--- src/rtl/mips_iter_divider_if.sv ---
// Operand/result stream bundle between the execute stage (master) and a divider (slave).
interface mips_iter_divider_if #(
  parameter int DATA_W = 32
);
  logic [DATA_W-1:0]   s_axis_dividend_tdata;
  logic                s_axis_dividend_tvalid;
  logic                s_axis_dividend_tready;
  logic [DATA_W-1:0]   s_axis_divisor_tdata;
  logic                s_axis_divisor_tvalid;
  logic                s_axis_divisor_tready;
  logic [2*DATA_W-1:0] m_axis_dout_tdata;
  logic                m_axis_dout_tvalid;
  logic                busy;

  modport master (
    output s_axis_dividend_tdata, s_axis_dividend_tvalid,
    input  s_axis_dividend_tready,
    output s_axis_divisor_tdata, s_axis_divisor_tvalid,
    input  s_axis_divisor_tready,
    input  m_axis_dout_tdata, m_axis_dout_tvalid, busy
  );

  modport slave (
    input  s_axis_dividend_tdata, s_axis_dividend_tvalid,
    output s_axis_dividend_tready,
    input  s_axis_divisor_tdata, s_axis_divisor_tvalid,
    output s_axis_divisor_tready,
    output m_axis_dout_tdata, m_axis_dout_tvalid, busy
  );
endinterface

--- src/rtl/mips_iter_divider.sv ---
// Radix-2 restoring divider, one quotient bit per cycle; result pulse DATA_W+1 cycles after
// the last operand is taken. Operand channels stall via tready while held; result has no backpressure.
module mips_iter_divider #(
  parameter int SIGNED = 1,
  parameter int DATA_W = 32
) (
  input  logic               clk,
  input  logic               reset,
  mips_iter_divider_if.slave dif
);
  localparam int               CNT_W     = $clog2(DATA_W);
  localparam logic [CNT_W-1:0] CNT_LAST  = CNT_W'(DATA_W - 1);
  localparam logic [CNT_W-1:0] CNT_ONE   = CNT_W'(1);
  localparam logic [DATA_W-1:0] ONE      = DATA_W'(1);
  localparam logic             IS_SIGNED = (SIGNED != 0);

  typedef enum logic [1:0] {IDLE, CALC, DONE} state_t;

  state_t              state_q, state_d;
  logic                dvd_held_q, dvd_held_d;
  logic                dsr_held_q, dsr_held_d;
  logic [DATA_W-1:0]   dvd_hold_q, dvd_hold_d;
  logic [DATA_W-1:0]   dsr_hold_q, dsr_hold_d;
  logic [DATA_W-1:0]   rem_q, rem_d;
  logic [DATA_W-1:0]   quo_q, quo_d;
  logic [DATA_W-1:0]   dsr_q, dsr_d;
  logic [CNT_W-1:0]    cnt_q, cnt_d;
  logic                neg_quo_q, neg_quo_d;
  logic                neg_rem_q, neg_rem_d;
  logic [2*DATA_W-1:0] dout_q, dout_d;
  logic                dout_vld_q, dout_vld_d;

  logic                dvd_fire, dsr_fire;
  logic [DATA_W:0]     shift;
  logic [DATA_W+1:0]   trial;
  logic                qbit;
  logic [DATA_W-1:0]   rem_nxt, quo_nxt;
  logic                unused_trial;

  function automatic logic [DATA_W-1:0] magnitude(input logic [DATA_W-1:0] v);
    if (IS_SIGNED && v[DATA_W-1]) return ~v + ONE;
    return v;
  endfunction

  function automatic logic [DATA_W-1:0] negate_if(input logic n, input logic [DATA_W-1:0] v);
    return n ? (~v + ONE) : v;
  endfunction

  assign dif.s_axis_dividend_tready = ~dvd_held_q & ~reset;
  assign dif.s_axis_divisor_tready  = ~dsr_held_q & ~reset;
  assign dvd_fire = dif.s_axis_dividend_tvalid & dif.s_axis_dividend_tready;
  assign dsr_fire = dif.s_axis_divisor_tvalid & dif.s_axis_divisor_tready;

  // The partial remainder keeps its full width so divisors with the MSB set stay exact.
  assign shift        = {rem_q, quo_q[DATA_W-1]};
  assign trial        = {1'b0, shift} - {2'b00, dsr_q};
  assign qbit         = ~trial[DATA_W+1];
  assign rem_nxt      = qbit ? trial[DATA_W-1:0] : shift[DATA_W-1:0];
  assign quo_nxt      = {quo_q[DATA_W-2:0], qbit};
  assign unused_trial = trial[DATA_W];

  always_comb begin
    state_d    = state_q;
    dvd_held_d = dvd_held_q;
    dsr_held_d = dsr_held_q;
    dvd_hold_d = dvd_hold_q;
    dsr_hold_d = dsr_hold_q;
    rem_d      = rem_q;
    quo_d      = quo_q;
    dsr_d      = dsr_q;
    cnt_d      = cnt_q;
    neg_quo_d  = neg_quo_q;
    neg_rem_d  = neg_rem_q;
    dout_d     = dout_q;
    dout_vld_d = 1'b0;

    if (dvd_fire) begin
      dvd_hold_d = dif.s_axis_dividend_tdata;
      dvd_held_d = 1'b1;
    end
    if (dsr_fire) begin
      dsr_hold_d = dif.s_axis_divisor_tdata;
      dsr_held_d = 1'b1;
    end

    case (state_q)
      IDLE: begin
        if (dvd_held_q && dsr_held_q) begin
          state_d    = CALC;
          dvd_held_d = 1'b0;
          dsr_held_d = 1'b0;
          quo_d      = magnitude(dvd_hold_q);
          dsr_d      = magnitude(dsr_hold_q);
          rem_d      = '0;
          cnt_d      = '0;
          neg_quo_d  = IS_SIGNED & (dvd_hold_q[DATA_W-1] ^ dsr_hold_q[DATA_W-1]);
          neg_rem_d  = IS_SIGNED & dvd_hold_q[DATA_W-1];
        end
      end
      CALC: begin
        rem_d = rem_nxt;
        quo_d = quo_nxt;
        cnt_d = cnt_q + CNT_ONE;
        if (cnt_q == CNT_LAST) begin
          state_d    = DONE;
          dout_vld_d = 1'b1;
          dout_d     = {negate_if(neg_quo_q, quo_nxt), negate_if(neg_rem_q, rem_nxt)};
        end
      end
      DONE:    state_d = IDLE;
      default: state_d = IDLE;
    endcase
  end

  always_ff @(posedge clk) begin
    if (reset) begin
      state_q    <= IDLE;
      dvd_held_q <= 1'b0;
      dsr_held_q <= 1'b0;
      dvd_hold_q <= '0;
      dsr_hold_q <= '0;
      rem_q      <= '0;
      quo_q      <= '0;
      dsr_q      <= '0;
      cnt_q      <= '0;
      neg_quo_q  <= 1'b0;
      neg_rem_q  <= 1'b0;
      dout_q     <= '0;
      dout_vld_q <= 1'b0;
    end else begin
      state_q    <= state_d;
      dvd_held_q <= dvd_held_d;
      dsr_held_q <= dsr_held_d;
      dvd_hold_q <= dvd_hold_d;
      dsr_hold_q <= dsr_hold_d;
      rem_q      <= rem_d;
      quo_q      <= quo_d;
      dsr_q      <= dsr_d;
      cnt_q      <= cnt_d;
      neg_quo_q  <= neg_quo_d;
      neg_rem_q  <= neg_rem_d;
      dout_q     <= dout_d;
      dout_vld_q <= dout_vld_d;
    end
  end

  assign dif.m_axis_dout_tdata  = dout_q;
  assign dif.m_axis_dout_tvalid = dout_vld_q;
  assign dif.busy               = (state_q != IDLE);

endmodule

--- src/flat_wrapper.sv ---
// flat-port wrapper written by rule: the top's interface ports become plain ports
module mips_iter_divider_flat 
#(
  parameter int SIGNED = 1,
  parameter int DATA_W = 32
)
  (clk, reset, dif_s_axis_dividend_tdata, dif_s_axis_dividend_tvalid, dif_s_axis_dividend_tready, dif_s_axis_divisor_tdata, dif_s_axis_divisor_tvalid, dif_s_axis_divisor_tready, dif_m_axis_dout_tdata, dif_m_axis_dout_tvalid, dif_busy);
  mips_iter_divider_if #(.DATA_W(DATA_W)) dif_i ();
  input  logic clk;
  input  logic reset;
  input wire logic [$bits(dif_i.s_axis_dividend_tdata)-1:0] dif_s_axis_dividend_tdata;
  input wire logic [$bits(dif_i.s_axis_dividend_tvalid)-1:0] dif_s_axis_dividend_tvalid;
  output wire logic [$bits(dif_i.s_axis_dividend_tready)-1:0] dif_s_axis_dividend_tready;
  input wire logic [$bits(dif_i.s_axis_divisor_tdata)-1:0] dif_s_axis_divisor_tdata;
  input wire logic [$bits(dif_i.s_axis_divisor_tvalid)-1:0] dif_s_axis_divisor_tvalid;
  output wire logic [$bits(dif_i.s_axis_divisor_tready)-1:0] dif_s_axis_divisor_tready;
  output wire logic [$bits(dif_i.m_axis_dout_tdata)-1:0] dif_m_axis_dout_tdata;
  output wire logic [$bits(dif_i.m_axis_dout_tvalid)-1:0] dif_m_axis_dout_tvalid;
  output wire logic [$bits(dif_i.busy)-1:0] dif_busy;
  assign dif_i.s_axis_dividend_tdata = dif_s_axis_dividend_tdata;
  assign dif_i.s_axis_dividend_tvalid = dif_s_axis_dividend_tvalid;
  assign dif_s_axis_dividend_tready = dif_i.s_axis_dividend_tready;
  assign dif_i.s_axis_divisor_tdata = dif_s_axis_divisor_tdata;
  assign dif_i.s_axis_divisor_tvalid = dif_s_axis_divisor_tvalid;
  assign dif_s_axis_divisor_tready = dif_i.s_axis_divisor_tready;
  assign dif_m_axis_dout_tdata = dif_i.m_axis_dout_tdata;
  assign dif_m_axis_dout_tvalid = dif_i.m_axis_dout_tvalid;
  assign dif_busy = dif_i.busy;
  mips_iter_divider #(.SIGNED(SIGNED), .DATA_W(DATA_W)) u_core (.clk(clk), .reset(reset), .dif(dif_i));
endmodule
--- config.mk ---
export PLATFORM = sky130hd
export DESIGN_NAME = mips_iter_divider_flat
export DESIGN_NICKNAME = d
export VERILOG_FILES = /design/src/rtl/mips_iter_divider_if.sv /design/src/rtl/mips_iter_divider.sv /design/src/flat_wrapper.sv
export SDC_FILE = /design/constraint.sdc
export NUM_CORES = 1
export LEC_CHECK = 0
export ABC_AREA = 1
export CAP_MARGIN = 5
export CELL_PAD_IN_SITES_DETAIL_PLACEMENT = 0
export CELL_PAD_IN_SITES_GLOBAL_PLACEMENT = 1
export CORE_ASPECT_RATIO = 1.75
export CORE_UTILIZATION = 42
export CTS_BUF_LIST = sky130_fd_sc_hd__clkbuf_8
export CTS_CLUSTER_DIAMETER = 40
export CTS_CLUSTER_SIZE = 28
export DETAILED_ROUTE_END_ITERATION = 8
export MAX_ROUTING_LAYER = met4
export PLACE_DENSITY_LB_ADDON = 0.25
export SLEW_MARGIN = 10
export SYNTH_ARGS = -nofsm -noshare
export SYNTH_HDL_FRONTEND = slang
export SYNTH_SLANG_ARGS = --single-unit
--- constraint.sdc ---
create_clock -name clk -period 4.5 [get_ports clk]
set_input_delay 1.125 -clock clk [delete_from_list [all_inputs] [get_ports clk]]
set_output_delay 1.125 -clock clk [all_outputs]
set_load 0.02 [all_outputs]
* Yosys cells after proc, flatten, opt, wreduce, memory -nomap -nowiden
Cells that the tools add are included.
Storage, ports and cells: register bits 236, input bits 68, output and inout bits 68, word-level logic and storage cells 75
Operators by class: add/subtract/negate cells 6, equal/unequal tests 4, mux-type cells 29, bitwise operators 14, reductions and logical operators 9
Operators with widths (count):
- two-way mux 32 bit | 9
- adder 32 x 1 -> 32 bit, second input constant | 4
- NOT 32 bit | 4
- case mux 32 bit (2 select lines) | 2
- subtractor 33 x 32 -> 34 bit | 1
- two-way mux 1 bit | 13
- case mux 5 bit (2 select lines) | 1
- AND reduction 2 bit | 4
- adder 5 x 1 -> 5 bit, second input constant | 1
- == test 5 bit, second input constant | 1
- two-way mux 5 bit | 1
- NOT 1 bit | 5
- bitwise AND 1 bit | 4
- two-way mux 2 bit | 2
- != test 2 x 1 -> 1 bit, second input constant | 2
- case mux 2 bit (2 select lines) | 1
- nonzero test 2 bit | 2
- == test 2 x 1 -> 1 bit, second input constant | 1
- zero test 2 bit | 1
- OR reduction 2 bit | 1
- logical AND 1 bit | 1
- bitwise XOR 1 bit | 1

* Depth between registers and ports, before layout
Gate-level depths: netlist of the first run.
word-level depth 6, gate-level depth with buffers 28, depth with buffers taken out 26

* Worst setup path after synthesis of the first run
No wires, ideal clock.
kind reg-to-reg, start register u_core.dsr_q[8], end register u_core.dout_q[60], in the netlist u_core.dif.m_axis_dout_tdata[60], data arrival time 3.404 ns, path slack 0.978 ns, stages on the path, launching flop included 28, buffers on the path 2, path through dfxtp_1 inv_1 ha_1 nand2_2 inv_1 nand2_1 nand2_2 inv_2 nand3_4 nand2_2 nand2_2 nand2_4 nand2_4 buf_12 inv_2 buf_4 ha_1 nand2_1 nor3_1 nand2_1 nor3_1 nand3_1 o21ai_0 inv_1 nor2_1 a21oi_1 o221ai_1 inv_1
Between the ends: longest elaborated chain between the ends 5
RTL lines:
- start, declared | RTL line mips_iter_divider.sv:26 | logic [DATA_W-1:0] dsr_q, dsr_d;
- start signal, assigned | RTL line mips_iter_divider.sv:138 | dsr_q <= dsr_d;
- subtractor 33 x 32 -> 34 bit | RTL line mips_iter_divider.sv:56 | assign trial = {1'b0, shift} - {2'b00, dsr_q};
- NOT 1 bit | RTL line mips_iter_divider.sv:57 | assign qbit = ~trial[DATA_W+1];
- NOT 32 bit | RTL line mips_iter_divider.sv:46 | return n ? (~v + ONE) : v;
- adder 32 x 1 -> 32 bit | RTL line mips_iter_divider.sv:46
- two-way mux 32 bit | RTL line mips_iter_divider.sv:46
- end signal, assigned | RTL line mips_iter_divider.sv:142 | dout_q <= dout_d;
- end, declared | RTL line mips_iter_divider.sv:30 | logic [2*DATA_W-1:0] dout_q, dout_d;
Every way passes these cells. A chain may end at the register's enable or synchronous reset.

* Worst setup path after layout of the first run
start register u_core.dsr_q[19], end register u_core.dout_q[60], in the netlist u_core.dif.m_axis_dout_tdata[60]
The elaborated chain is that of the path after synthesis.

==> results.yml, run 1 <==
global_routing:
  met3_usage_pct: 3.95
  grt_antenna_before_repair: 1
  grt-busiest-layer: "met2"
  grt.total_usage_pct: 32.6
  grt_pass1_vias: 15400
  grt_pass1_wl_mm: 85.3
  overflow: 0
  grt_max_degree: 102
  grtUsageMet1_pct: 28.8
  met2_usage_pct: 61.2
cts:
  cts_resized: 0
  clock_sinks: 236
  numCtsBuffers: 34
  clock_latency_ns: 0.59
  cts.hold.buffers_added: 0
  cts_root_buf: "clkbuf_8"
  cts_setup_buffers: 0
  clk_pin_slew_ns: 0.09
  cts_tree: "yes"
  htree_num_levels: 2
  cts_max_path_buffers: 3
final_layout:
  layout_commonest_cell: "nand2_1"
  instances_no_fill: 2916
  area_growth_pct: 16.3
  layout_common_cells: "nand2_1, inv_1, dfxtp_1"
  design_area_um2: 17100
  drive_gt1_share_pct: 6.15
  fin_nets: 2537
placed_design:
  dp_hpwl_mm: 43.0
  place_congestion: 1.01
  port_buffers: 135
  place_area_um2: 16400
  post-place-ws_ns: 0.579
  dp.cells: 2854
run_status:
  status: "completed"
routing:
  drc: 0
  postRouteAntennaNets: 0
  initialDrtViolationCount: 917
  wl_mm: 55.5
  wire_per_inst_um: 19.0
  dr.pass1.iters: 5
  dr_total_vias: 15300
  viasPerCell: 5.25
sta:
  clock_skew_ns: 0.0590
  hold_violations: 0
  fin_crit_sh_pct: 89.0
  slew_violations: 0
  slew_headroom_pct: 26.0
  hold_slack_ns: 0.467
  min_period_ns: 4.00
  worstMarginPinSlew_ns: 1.11
  layout_setup_ws_ns: 0.496
  rsz0062_at_grt: "no"
  setup_viol: 0
  setup_tns_ns: 0
  fmax_mhz: 250
critical_path:
  cp-end-kind: "flop"
  rr_startpoint: "u_core.dsr_q[19]"
  crit_path_start: "u_core.dsr_q[19]"
  path_max_fanout: 18
  worstPathRequired_ns: 4.97
  path_class: "flop to flop"
  start_kind: "flop"
  cp.arrival_ns: 4.47
synth:
  ys_seq_area_share_pct: 32.1
  synthesis.area_um2: 14700
  synth_edf_count: 0
  synthDistinctLibCells: 51
  ys_seq_elements: 236
  async_reset_ff_share_pct: 0
  synthFlopType: "dfxtp_1"
  avgSynthCellArea_um2: 6.28
  syn_inst: 2340
  synth_nets: 2447
  synth_warnings: 0
floorplanning:
  num_io_pins: 136
  die_w_um: 143
  die_area_um2: 35800
  die_h_um: 250
  start_util_pct: 42.7
  rows: 90
  coreArea_um2: 34500
pwr:
  p_sw_uw: 4780
  power.leakage_uw: 0.00788
  powerDensity_nw_per_um2: 541
  p_sw_share_pct: 51.7
  p_seq_share_pct: 24.6
  p_int_uw: 4470
  clkPwrFrac_pct: 20.3
  pwr-share-comb_pct: 55.0
  ir_drop_mv: 0.411
min_path:
  min_from: "u_core.cnt_q[3]"
  hold_class: "flop to flop"
flow_run:
  cap_violations: 0
-- metal layers --
layer,routed length (um),vias to the layer above
li1,-,7671
met3,1860,198
met4,4790,0
met1,18400,7028
met2,30400,399
met5,0,-
-- path summary, 6_finish.rpt --
kind                                                    endpoint  slack [ns]  cells past startpoint
worst max-delay path            u_core.dif.m_axis_dout_tdata[60]        0.50                     23
worst min-delay path                             u_core.cnt_q[3]        0.47                      1
worst max register to register  u_core.dif.m_axis_dout_tdata[60]        0.50                     23
worst min register to register                   u_core.cnt_q[3]        0.47                      1
-- power by group through the flow --
| stage | logic (uW) | registers, uW | clock network, uW |
|---|---|---|---|
| 3_5_place_dp | 5000 | 2320 | 0 |
| 6_report | 5090 | 2280 | 1880 |
| 4_1_cts | 5020 | 2280 | 1920 |
| 3_3_place_gp | 4990 | 2320 | 0 |
| 2_1_floorplan | 3690 | 2280 | 0 |
| 5_1_grt | 5650 | 2290 | 2000 |
-- logic make-up after synthesis --
family,synth area share [%]
XOR/XNOR,4.41
AO/OA/AOI/OAI,16.1
buffers and inverters,11.3
AND/OR/NAND/NOR,32.7
flip-flops,32.1
adder cells (fa/ha/maj),3.37
-- registers in the layout (all words and copies together), names as in the netlist, 2 cells and up --
register / count
u_core.dif.m_axis_dout_tdata: 64
u_core.dsr_q: 32
u_core.quo_q: 32
u_core.dsr_hold_q: 32
u_core.dvd_hold_q: 32
u_core.cnt_q: 5
u_core.state_q: 2
u_core.rem_q: 32
-- through the flow --
step | util, % | power, uW
finish | 49.6 | 9250
global route | 49.6 | 9950
CTS | 49.6 | 9220
detailed placement | 47.5 | 7320
global placement | 47.5 | 7320
floorplan | - | 5980
-- synth_stat cells (12+ instances only) --
library cell	count	area [um2]
o31ai_1	51	383
o21ai_0	122	611
inv_1	311	1170
a31oi_1	31	194
o221ai_1	16	140
clkbuf_1	74	278
o21ai_1	16	80.1
nand4_1	17	106
nor3_1	32	160
o211ai_1	12	90.1
nor2_1	189	709
ha_1	38	475
buf_1	14	52.6
dfxtp_1	236	4720
nand2_1	734	2760
xor2_1	65	569
nand2_2	22	138
a21oi_1	140	701
nand3_1	122	611
-- worst max-delay path, cell delays in order (launching register included) --
cell      delay (ns)
dfxtp_1         0.40
inv_1           0.11
ha_1            0.41
nand2_1         0.15
inv_2           0.04
nand2_1         0.06
nand2_1         0.10
nand2_2         0.11
a21oi_4         0.08
nor2_8          0.26
nand2_4         0.08
inv_2           0.07
ha_1            0.18
nand2_1         0.08
nor3_1          0.23
nand2_1         0.13
nor3_1          0.25
nand3_1         0.14
o21ai_0         0.33
inv_1           0.11
nor2_1          0.21
a21oi_1         0.10
o221ai_1        0.18
inv_1           0.06
-- final cells by class --
class,instances,area (um2)
Clock buffer,35,482
Sequential cell,236,4720
Tap cell,460,576
Antenna cell,1,2.50
Fill cell,3706,17400
Multi-Input combinational cell,1679,8360
Clock inverter,26,239
Inverter,325,1220
Timing Repair Buffer,154,1500
No activity file was read; power rests on OpenSTA's default activity.
==> inputs of run 2 (changes only) <==
GPL_TIMING_DRIVEN = 0   (was not set)
==> run 2 against run 1 <==
Compared with the run above: critical path depth shrank 18; cell area grew 1.4%; setup slack lost 0.30 ns; final cell count grew 2.4%; first-iteration DRC count shrank 10%; clock skew shrank 0.0072 ns; worst hold slack gained 0.020 ns; utilization grew 0.70 points; maximum frequency shrank 7.0%; clock power is essentially flat; largest power group unchanged.
==> results.yml, run 2 (same netlist as run 1, synthesis figures left out) <==
cts:
  clock_latency_ns: 0.63
  numCtsBuffers: 29
  cts.hold.buffers_added: 0
  cts_max_path_buffers: 3
  clock_sinks: 236
  htree_num_levels: 1
  cts_root_buf: "clkbuf_8"
  cts_tree: "yes"
  clk_pin_slew_ns: 0.10
critical_path:
  critPathTopFamily: "buffers and inverters"
  critPathMaxStageDelay_ns: 0.57
  cp-end-kind: "output pin"
  crit_buf_inv: 4
  worstPathRequired_ns: 3.38
  critical_path.cell_chain: "clkbuf_1 -> clkbuf_2 -> clkbuf_1 -> nor2_1 -> clkdlybuf4s50_1"
  path_class: "primary input to output pin"
  crit_slowest_cell: "clkdlybuf4s50_1"
  start_kind: "primary input"
  cpMostUsedCell: "clkbuf_1"
  cp.arrival_ns: 3.18
  path_max_fanout: 10
placed_design:
  dp.cells: 2934
  port_buffers: 134
  place_congestion: 0.985
  post-place-ws_ns: -0.0938
  place_area_um2: 16600
  dp_hpwl_mm: 46.3
floorplanning:
  start_util_pct: 42.7
  rows: 90
  die_h_um: 250
  die_area_um2: 35800
  num_io_pins: 136
  die_w_um: 143
  coreArea_um2: 34500
flow_run:
  cap_violations: 0
routing:
  drc: 0
  dr_total_vias: 15500
  wire_per_inst_um: 18.9
  wl_mm: 56.4
  initialDrtViolationCount: 823
  dr.pass1.iters: 5
  postRouteAntennaNets: 0
  viasPerCell: 5.18
final_layout:
  layout_commonest_cell: "nand2_1"
  largest_reg_flops: 64
  fin_nets: 2612
  drive_gt1_share_pct: 5.42
  instances_no_fill: 2987
  area_growth_pct: 18.0
  design_area_um2: 17400
  layout_common_cells: "nand2_1, inv_1, dfxtp_1"
global_routing:
  grt_pass1_wl_mm: 85.4
  grt.total_usage_pct: 33.0
  grt_pass1_vias: 15300
  grt_max_degree: 18
  overflow: 0
  grt_antenna_before_repair: 1
sta:
  rsz0062_at_grt: "no"
  hold_slack_ns: 0.487
  fmax_mhz: 232
  layout_setup_ws_ns: 0.196
  hold_violations: 0
  worstMarginPinSlew_ns: 1.01
  fin_crit_sh_pct: 95.6
  setup_viol: 0
  slew_headroom_pct: 32.6
  clock_skew_ns: 0.0519
  min_period_ns: 4.30
  slew_violations: 0
pwr:
  power.leakage_uw: 0.00794
  powerDensity_nw_per_um2: 540
  ir_drop_mv: 0.299
min_path:
  hold_class: "flop to flop"
run_status:
  status: "completed"
==> run 2: routing by layer <==
| layer | part of all wire, % | track usage (%) | vias to the layer above |
|---|---|---|---|
| li1 | - | - | 7829 |
| met1 | 34 | 29.7 | 7051 |
| met2 | 54 | 62.3 | 388 |
| met3 | 3.1 | 2.94 | 191 |
| met4 | 8.8 | 24.7 | 0 |
| met5 | 0 | - | - |
==> run 2: layout make-up <==
type	instances	area [um2]
well taps	460	576
inverters	325	1220
clock inverters	21	277
repair buffers	134	1340
flip-flops and latches	236	4730
clock buffers	31	427
fillers	3732	17100
plain buffers	100	439
multi-input cells	1679	8340
diodes	1	2.50
==> run 2: through the flow <==
step / util [%] / power [uW] / setup TNS (ns)
global placement: 48.2 / 7480 / -0.289
detailed placement: 48.3 / 7490 / -0.224
finish: 50.4 / 9360 / 0
global route: 50.4 / 10100 / 0
floorplan: - / 5980 / 0
CTS: 50.3 / 9370 / 0
==> run 2: tightest hold or removal path, cell delays in order (launching register included) <==
cell     delay, ns
dfxtp_1       0.33
nand2_1       0.06
a21oi_1       0.05
==> run 2: timing repair <==
action,in CTS,in global routing
gates resized for setup,2,4
endpoints found under the setup margin,6,4
setup buffers,0,0
pin swaps,0,0
==> run 2: worst paths after layout <==
path / from / endpoint / slack, ns / cells after the start
worst min register to register: u_core.cnt_q[4] / u_core.cnt_q[4] / 0.49 / 2
worst min-delay path: u_core.cnt_q[4] / u_core.cnt_q[4] / 0.49 / 2
worst max-delay path: reset / dif_s_axis_divisor_tready / 0.20 / 5
worst max register to register: u_core.rem_q[1] / u_core.dif.m_axis_dout_tdata[60] / 0.33 / 26
==> run 2: where the power goes <==
part	switching, uW	leakage (uW)	total, uW	internal [uW]
registers	99.4	0.00192	2280	2180
clock network	982	0.000354	1870	887
logic	3640	0.00567	5210	1570
total	4720	0.00794	9360	4640
==> inputs of run 3 (changes only) <==
ABC_CLOCK_PERIOD_IN_PS = 4500   (was not set)
==> results of run 3 <==
No change in the layout: final DEF, timing and power equal those of run 2.
